<file path="src/rtl/uart_tx_arbiter.sv">
// uart_tx_arbiter: shares one uart_tx among NUM_REQ byte streams using packet-locked
// round-robin arbitration, with an optional forced idle gap after every packet.
module uart_tx_arbiter #(
  parameter int NUM_REQ    = 4,
  parameter int GAP_CYCLES = 0
) (
  input  logic                 clk,
  input  logic                 rst,
  input  logic [NUM_REQ-1:0]   req_valid,
  input  logic [8*NUM_REQ-1:0] req_data,
  input  logic [NUM_REQ-1:0]   req_last,
  output logic [NUM_REQ-1:0]   req_ready,
  output logic [7:0]           tx_data,
  output logic                 tx_valid,
  input  logic                 tx_ready,
  output logic [NUM_REQ-1:0]   grant,
  output logic                 busy
);

  localparam int IDX_W = (NUM_REQ > 1) ? $clog2(NUM_REQ) : 1;
  localparam int CND_W = IDX_W + 1;
  localparam logic [IDX_W-1:0] LAST_IDX = IDX_W'(NUM_REQ - 1);
  localparam logic [15:0] GAP_LOAD = (GAP_CYCLES > 0) ? 16'(GAP_CYCLES - 1) : 16'd0;

  typedef enum logic [1:0] {
    ST_IDLE = 2'd0,
    ST_SEND = 2'd1,
    ST_GAP  = 2'd2
  } state_t;

  state_t             state_r, state_nxt_s;
  logic [IDX_W-1:0]   gidx_r, gidx_nxt_s;
  logic [IDX_W-1:0]   rr_ptr_r, rr_ptr_nxt_s;
  logic [IDX_W-1:0]   win_idx_s;
  logic               win_found_s;
  logic [NUM_REQ-1:0] grant_r, grant_nxt_s;
  logic [15:0]        gap_cnt_r, gap_cnt_nxt_s;
  logic               busy_r;
  logic               xfer_s;
  logic               tx_valid_s;
  logic [7:0]         tx_data_s;
  logic [NUM_REQ-1:0] req_ready_s;

  // Round-robin search: first valid requester at or above rr_ptr_r, wrapping
  always_comb begin
    logic [CND_W-1:0] cand;
    logic             hit;
    win_found_s = 1'b0;
    win_idx_s   = '0;
    cand        = '0;
    hit         = 1'b0;
    for (int k = 0; k < NUM_REQ; k++) begin
      cand        = {1'b0, rr_ptr_r} + CND_W'(k);
      cand        = (cand >= CND_W'(NUM_REQ)) ? (cand - CND_W'(NUM_REQ)) : cand;
      hit         = req_valid[cand[IDX_W-1:0]] & ~win_found_s;
      win_idx_s   = hit ? cand[IDX_W-1:0] : win_idx_s;
      win_found_s = win_found_s | hit;
    end
  end

  assign xfer_s = req_valid[gidx_r] & tx_ready;

  // Next-state logic and zero-latency pass-through of the granted stream
  always_comb begin
    state_nxt_s   = state_r;
    gidx_nxt_s    = gidx_r;
    grant_nxt_s   = grant_r;
    rr_ptr_nxt_s  = rr_ptr_r;
    gap_cnt_nxt_s = gap_cnt_r;
    tx_valid_s    = 1'b0;
    tx_data_s     = 8'd0;
    req_ready_s   = '0;
    case (state_r)
      ST_IDLE: begin
        if (win_found_s) begin
          state_nxt_s            = ST_SEND;
          gidx_nxt_s             = win_idx_s;
          grant_nxt_s            = '0;
          grant_nxt_s[win_idx_s] = 1'b1;
        end else begin
          state_nxt_s = ST_IDLE;
        end
      end
      ST_SEND: begin
        tx_valid_s          = req_valid[gidx_r];
        tx_data_s           = req_valid[gidx_r] ? req_data[{gidx_r, 3'b000} +: 8] : 8'd0;
        req_ready_s[gidx_r] = tx_ready;
        // Grant is only released on the transfer of a last-flagged byte
        if (xfer_s && req_last[gidx_r]) begin
          grant_nxt_s  = '0;
          rr_ptr_nxt_s = (gidx_r == LAST_IDX) ? '0 : (gidx_r + IDX_W'(1));
          if (GAP_CYCLES > 0) begin
            state_nxt_s   = ST_GAP;
            gap_cnt_nxt_s = GAP_LOAD;
          end else begin
            state_nxt_s = ST_IDLE;
          end
        end else begin
          state_nxt_s = ST_SEND;
        end
      end
      ST_GAP: begin
        if (gap_cnt_r == 16'd0) begin
          state_nxt_s = ST_IDLE;
        end else begin
          gap_cnt_nxt_s = gap_cnt_r - 16'd1;
        end
      end
      default: begin
        state_nxt_s = ST_IDLE;
        grant_nxt_s = '0;
      end
    endcase
  end

  // State, owner, pointer, gap counter and busy registers
  always_ff @(posedge clk or posedge rst) begin
    if (rst) begin
      state_r   <= ST_IDLE;
      gidx_r    <= '0;
      grant_r   <= '0;
      rr_ptr_r  <= '0;
      gap_cnt_r <= 16'd0;
      busy_r    <= 1'b0;
    end else begin
      state_r   <= state_nxt_s;
      gidx_r    <= gidx_nxt_s;
      grant_r   <= grant_nxt_s;
      rr_ptr_r  <= rr_ptr_nxt_s;
      gap_cnt_r <= gap_cnt_nxt_s;
      busy_r    <= (state_nxt_s != ST_IDLE);
    end
  end

  // Gating with rst keeps uart_tx quiet the instant reset asserts
  assign tx_valid  = tx_valid_s & ~rst;
  assign tx_data   = rst ? 8'd0 : tx_data_s;
  assign req_ready = rst ? '0 : req_ready_s;
  assign grant     = grant_r;
  assign busy      = busy_r;

endmodule
</file>
<file path="config.mk">
export PLATFORM = sky130hd
export DESIGN_NAME = uart_tx_arbiter
export DESIGN_NICKNAME = d
export VERILOG_FILES = /design/src/rtl/uart_tx_arbiter.sv
export SDC_FILE = /design/constraint.sdc
export NUM_CORES = 1
export LEC_CHECK = 0
export ABC_CLOCK_PERIOD_IN_PS = 2100
export CORE_MARGIN = 2
export CORE_UTILIZATION = 40
export DETAILED_ROUTE_END_ITERATION = 8
export GPL_ROUTABILITY_DRIVEN = 0
export HOLD_SLACK_MARGIN = 0.03
export PLACE_DENSITY = 0.76
export REMOVE_ABC_BUFFERS = 1
export SYNTH_ARGS = -nofsm -noshare
export SYNTH_HDL_FRONTEND = slang
export SYNTH_SLANG_ARGS = --single-unit
</file>
<file path="constraint.sdc">
create_clock -name clk -period 2.1 [get_ports clk]
set_input_delay 0.315 -clock clk [delete_from_list [all_inputs] [get_ports clk]]
set_output_delay 0.315 -clock clk [all_outputs]
set_load 0.02 [all_outputs]
</file>
* After elaboration in Yosys (flattened, before gate mapping)
Index checks and enable logic that the tools add are counted.
** Storage, ports and cells
- Bits in registers :: 27
- Bits of input ports :: 43
- Output and inout port bits :: 18
- Word-level logic and storage cells :: 96
** Operators by class
- $add $sub $neg :: 9
- $lt $le $gt $ge :: 12
- Equality and inequality tests :: 5
- Shift operators :: 1
- Multiplexer cells :: 38
- Bitwise gates (word level) :: 15
- Reductions and logical operators :: 10
** Operators by type and width (count)
- $shiftx 32x6->8 :: 1
- $mux 8 :: 3
- $mux 2 :: 10
- $lt 2x3->1 const B :: 6
- $logic_not 16->1 :: 1
- $mux 4 :: 4
- $sub 16x1->16 const B :: 1
- $bmux 1 s2 :: 6
- $pmux 4 s3 :: 1
- $mux 1 :: 11
- $ge 3x3->1 const B :: 3
- $sub 2x1->2 const B :: 4
- $add 2x2->3 const B :: 2
- $not 1->1 :: 6
- $pmux 2 s3 :: 1
- $reduce_and 2->1 :: 3
- $and 1x1->1 :: 5
- $and 4x4->4 :: 1
- $demux 1 s2 :: 2
- $eq 2x2->1 const B :: 2
- $ge 2x1->1 const B :: 2
- $ne 2x2->1 const B :: 2
- $add 2x1->3 const B :: 1
- $ge 2x3->1 const B :: 1
- other kinds (7) :: 11

* Logic depth before layout (Yosys ltp)
- Depth after elaboration :: 19
- Mapped depth :: 7

* Least setup slack after synthesis
OpenSTA, ideal clock, no wires.
- Path type :: in2out
- Start point :: in rst
- End point :: out tx_data[0]
- Data arrival time :: 1.800 ns
- Path slack :: -0.015 ns
- Cell stages on the path :: 3
- Cells stage by stage :: inv_1 > o2111ai_1 > nor2b_1
** On the way
- Longest elaborated chain between the ends :: 1
** Ends and longest elaborated chain
- from (decl) :: line 8 : input logic rst,
- $mux 8 :: line 137 : assign tx_data = rst ? 8'd0 : tx_data_s;
- to (decl) :: line 13 : output logic [7:0] tx_data,
Every way passes these cells.

* Worst setup path in the final report
- Start point :: reg gidx_r[1]
- End point :: out tx_data[2]
** On the way
- Longest elaborated chain between the ends :: 5
** Ends and longest elaborated chain
- from (decl) :: line 32 : logic [IDX_W-1:0] gidx_r, gidx_nxt_s;
- from (signal assigned) :: line 127 : gidx_r <= gidx_nxt_s;
- parallel branches: the longest is 2 deep, another holds $shiftx 32x6->8
- $mux 8 (*) :: line 86 : tx_data_s = req_valid[gidx_r] ? req_data[{gidx_r, 3'b000} +: 8] : 8'd0;
- $mux 8 (*) :: line 73 : case (state_r)
- $mux 8 (*) :: line 137
Mark *: on every way between the ends. The select of a mux whose other input is x is not followed.

==> results.md <==
- Required @ worst endpoint: 1780 ps
- Crit path capture type: output pin
- Initial antenna violation count: 0
- Number of global-route vias before repair: 1642
- Setup TNS: 0 ps
- Mapped cell area: 1760 µm²
- Row count: 24
- Slowest cell on crit path: dfrtp_1
- Comb pwr share: 55.2%
- EDFF count, synth: 0
- CTS root buf: clkbuf_8
- Synth unique cells: 42
- Setup CP Type: reg2out
- Peak VDD IR: 0.329 mV
- GRT Total Usage: 19.0%
- Final nets: 303
- Int Pwr: 1.39 mW
- Fmax: 495 MHz
- Fin. Hold Viols: 0
- Hold slack: 478 ps
- Crit path launch type: flip-flop
- Synth Area per Inst: 10.5 µm²
- Fin Clk Skew: 5.71 ps
- Routed WL: 4.47 mm
- Pwr dens: 809 nW/µm²
- Crit path top cell by count: buf_4
- HPWL Detailed: 3.59 mm
- Synth Warn #: 0
- Placed Cells: 299
- Static leakage: 1.20 nW
- Critical path peak fanout: 4
- Slew headroom: 57.7%
- Layout Cells excl Fill: 306
- Synth Area in Compound Gates: 9.58%
- Sw power: 748 µW
- Tmin final: 2020 ps
- Metal3 WL: 303 µm
- First-pass GRT wire length: 7.66 mm
- Clock network fraction of total power: 13.7%
- Antenna Cells: 0
- Core Region: 4290 µm²
- Via count: 1622
- Max H-tree Level: 1
- Residual DRC: 0
- DR vias/cell: 5.30
- Critical path cell sequence: buf_4, buf_4, buf_4, mux4_2, nor2b_2, buf_4
- Max Slew Vio Count: 0
- TritonCTS Buffers: 3
- Die area: 4950 µm²
- Simple-gate area share of the yosys netlist: 22.9%
- Met2 wire len: 2.22 mm
- Synth Area in Adders: 3.55%
- Wl on met1: 1.90 mm
- Clock Path Buffers: 2
- Clk_lat worst skew: 270 ps
- Register area share after synthesis: 38.3%
- Layout cells sized above 1: 25.2%
- Largest net degree at the start of global routing: 28
- Post-synthesis mux area share: 15.7%
- Die height: 70.4 µm
- Starting density of the core: 41.1%
- Area Overhead vs Synth: 49.8%
- Switch share: 35.0%
- Iter 0 DRT Violations: 56
- XOR/XNOR Fraction of Synth Area: 6.46%
- Die width: 70.4 µm
- Total grt overflow: 0
- Area after DPL: 2590 µm²
- Sink Count: 27
- Post-route cell area: 2640 µm²
- Tot Pwr: 2.14 mW
- Largest family of logic cells by synthesized area: simple AND/OR/NAND/NOR gates
- Outcome: finished, final reports clean
- Reg power frac: 31.1%
- RSZ-0062 raised after global routing: false
- Drt wl/cell: 14.6 µm
- Worst min path class: in2async
- I/O Buffers: 60
- CTS tree: yes
- MaxCap Viol Count: 0
- WP data arrival: 1710 ps
- Flops & latches, synth: 27
- Fin crit share: 96.3%
- Routed Antenna Nets: 0
- Final setup vio count: 0
- Drt first pass iters: 4
- Syn Inst Count: 168
- Critical path's largest stage delay: 430 ps
- Least-Margin Pin Slew: 629 ps
- Top_reg_cell synth: dfrtp_1
- Num ports: 61
- Top Layer Used: met4
- Ys async rst share: 100%
- Clock Pin Slew Worst Setup and Hold Paths: 90 ps
state kept, by name (all words and copies together), names as in the netlist:
| name | cells |
|---|---|
| gidx_r | 2 |
| grant | 4 |
| gap_cnt_r | 16 |
| rr_ptr_r | 2 |
| state_r | 2 |
| busy | 1 |
repair_timing:
item,CTS,global route
hold buffers,0,0
gates resized for setup,38,13
setup buffers,4,1
pin swaps,0,1
endpoints found under the setup margin,13,13
cell families after synthesis:
group	after synthesis
AO/OA/AOI/OAI	25
XOR/XNOR	13
adder cells (fa/ha/maj)	5
buffers and inverters	15
flip-flops	27
multiplexers	17
AND/OR/NAND/NOR	66
Yosys cell counts, types with 2 or more instances:
library cell	count	area, µm²
a211oi_1	3	22.5
a21oi_1	5	25.0
and2_1	5	31.3
and4_1	2	17.5
buf_2	2	10.0
dfrtp_1	27	676
ha_1	5	62.6
inv_1	12	45.0
mux2_2	5	56.3
mux2i_1	4	40.0
mux4_2	8	180
nand2_1	6	22.5
nand2b_1	4	25.0
nand3_1	5	25.0
nand4b_1	2	17.5
nor2_1	8	30.0
nor2b_1	12	75.1
nor3_1	4	20.0
nor4_1	4	25.0
nor4_2	2	25.0
o21ai_0	5	25.0
o22ai_1	4	25.0
or3_1	4	25.0
xnor2_1	9	78.8
xor2_1	4	35.0
placed cells by master, fill, tap and decap left out, types with 6 or more instances in the layout:
| master | instances |
|---|---|
| clkdlybuf4s50_1 | 47 |
| nor2_1 | 8 |
| nand2_1 | 6 |
| mux4_2 | 8 |
| inv_1 | 12 |
| nor2b_1 | 9 |
| buf_4 | 28 |
| dfrtp_1 | 27 |
| xnor2_1 | 9 |
routing by layer:
layer,vias to the layer above,GRT usage (%)
met4,0,4.27
met3,7,2.89
met5,-,0
met1,768,23.8
met2,61,34.4
li1,786,-
metrics by stage:
step	util (%)	setup slack (ps)
2_1_floorplan	-	-15.0
3_3_place_gp	60.3	-166
3_5_place_dp	60.3	-241
4_1_cts	61.0	18.3
5_1_grt	61.5	0.0696
6_report	61.5	78.3
critical path: cells and delay by family, from the launching register on:
kind | cells | cell delay, ps
simple gates | 1 | 170
buf+inv | 4 | 560
flops | 1 | 430
mux | 1 | 290
cell type report:
| class | instances | area (µm²) |
|---|---|---|
| fillers | 377 | 1650 |
| multi-input cells | 126 | 1040 |
| flip-flops and latches | 27 | 676 |
| inverters | 12 | 45.0 |
| clock buffers | 3 | 41.3 |
| repair buffers | 85 | 767 |
| clock inverters | 1 | 5.00 |
| well taps | 52 | 65.1 |
worst paths after layout:
check	startpoint	to	slack, ps	cells after the start
max	gidx_r[1]	tx_data[2]	80	6
min	rst	grant[0]	480	3
max reg2reg	gap_cnt_r[2]	gap_cnt_r[9]	130	4
min reg2reg	gap_cnt_r[15]	gap_cnt_r[15]	490	1
max in group asynchronous	rst	gap_cnt_r[9]	1360	3
min in group clk	gap_cnt_r[15]	gap_cnt_r[15]	490	1
power by group through the flow:
stage | clock (mW) | combinational (mW) | sequential (mW)
global route | 0.320 | 1.29 | 0.676
global placement | 0 | 1.15 | 0.675
detailed placement | 0 | 1.17 | 0.680
floorplan | 0 | 0.555 | 0.783
CTS | 0.304 | 1.17 | 0.666
finish | 0.293 | 1.18 | 0.665
Note: power is estimated with default switching activity, not from simulation.
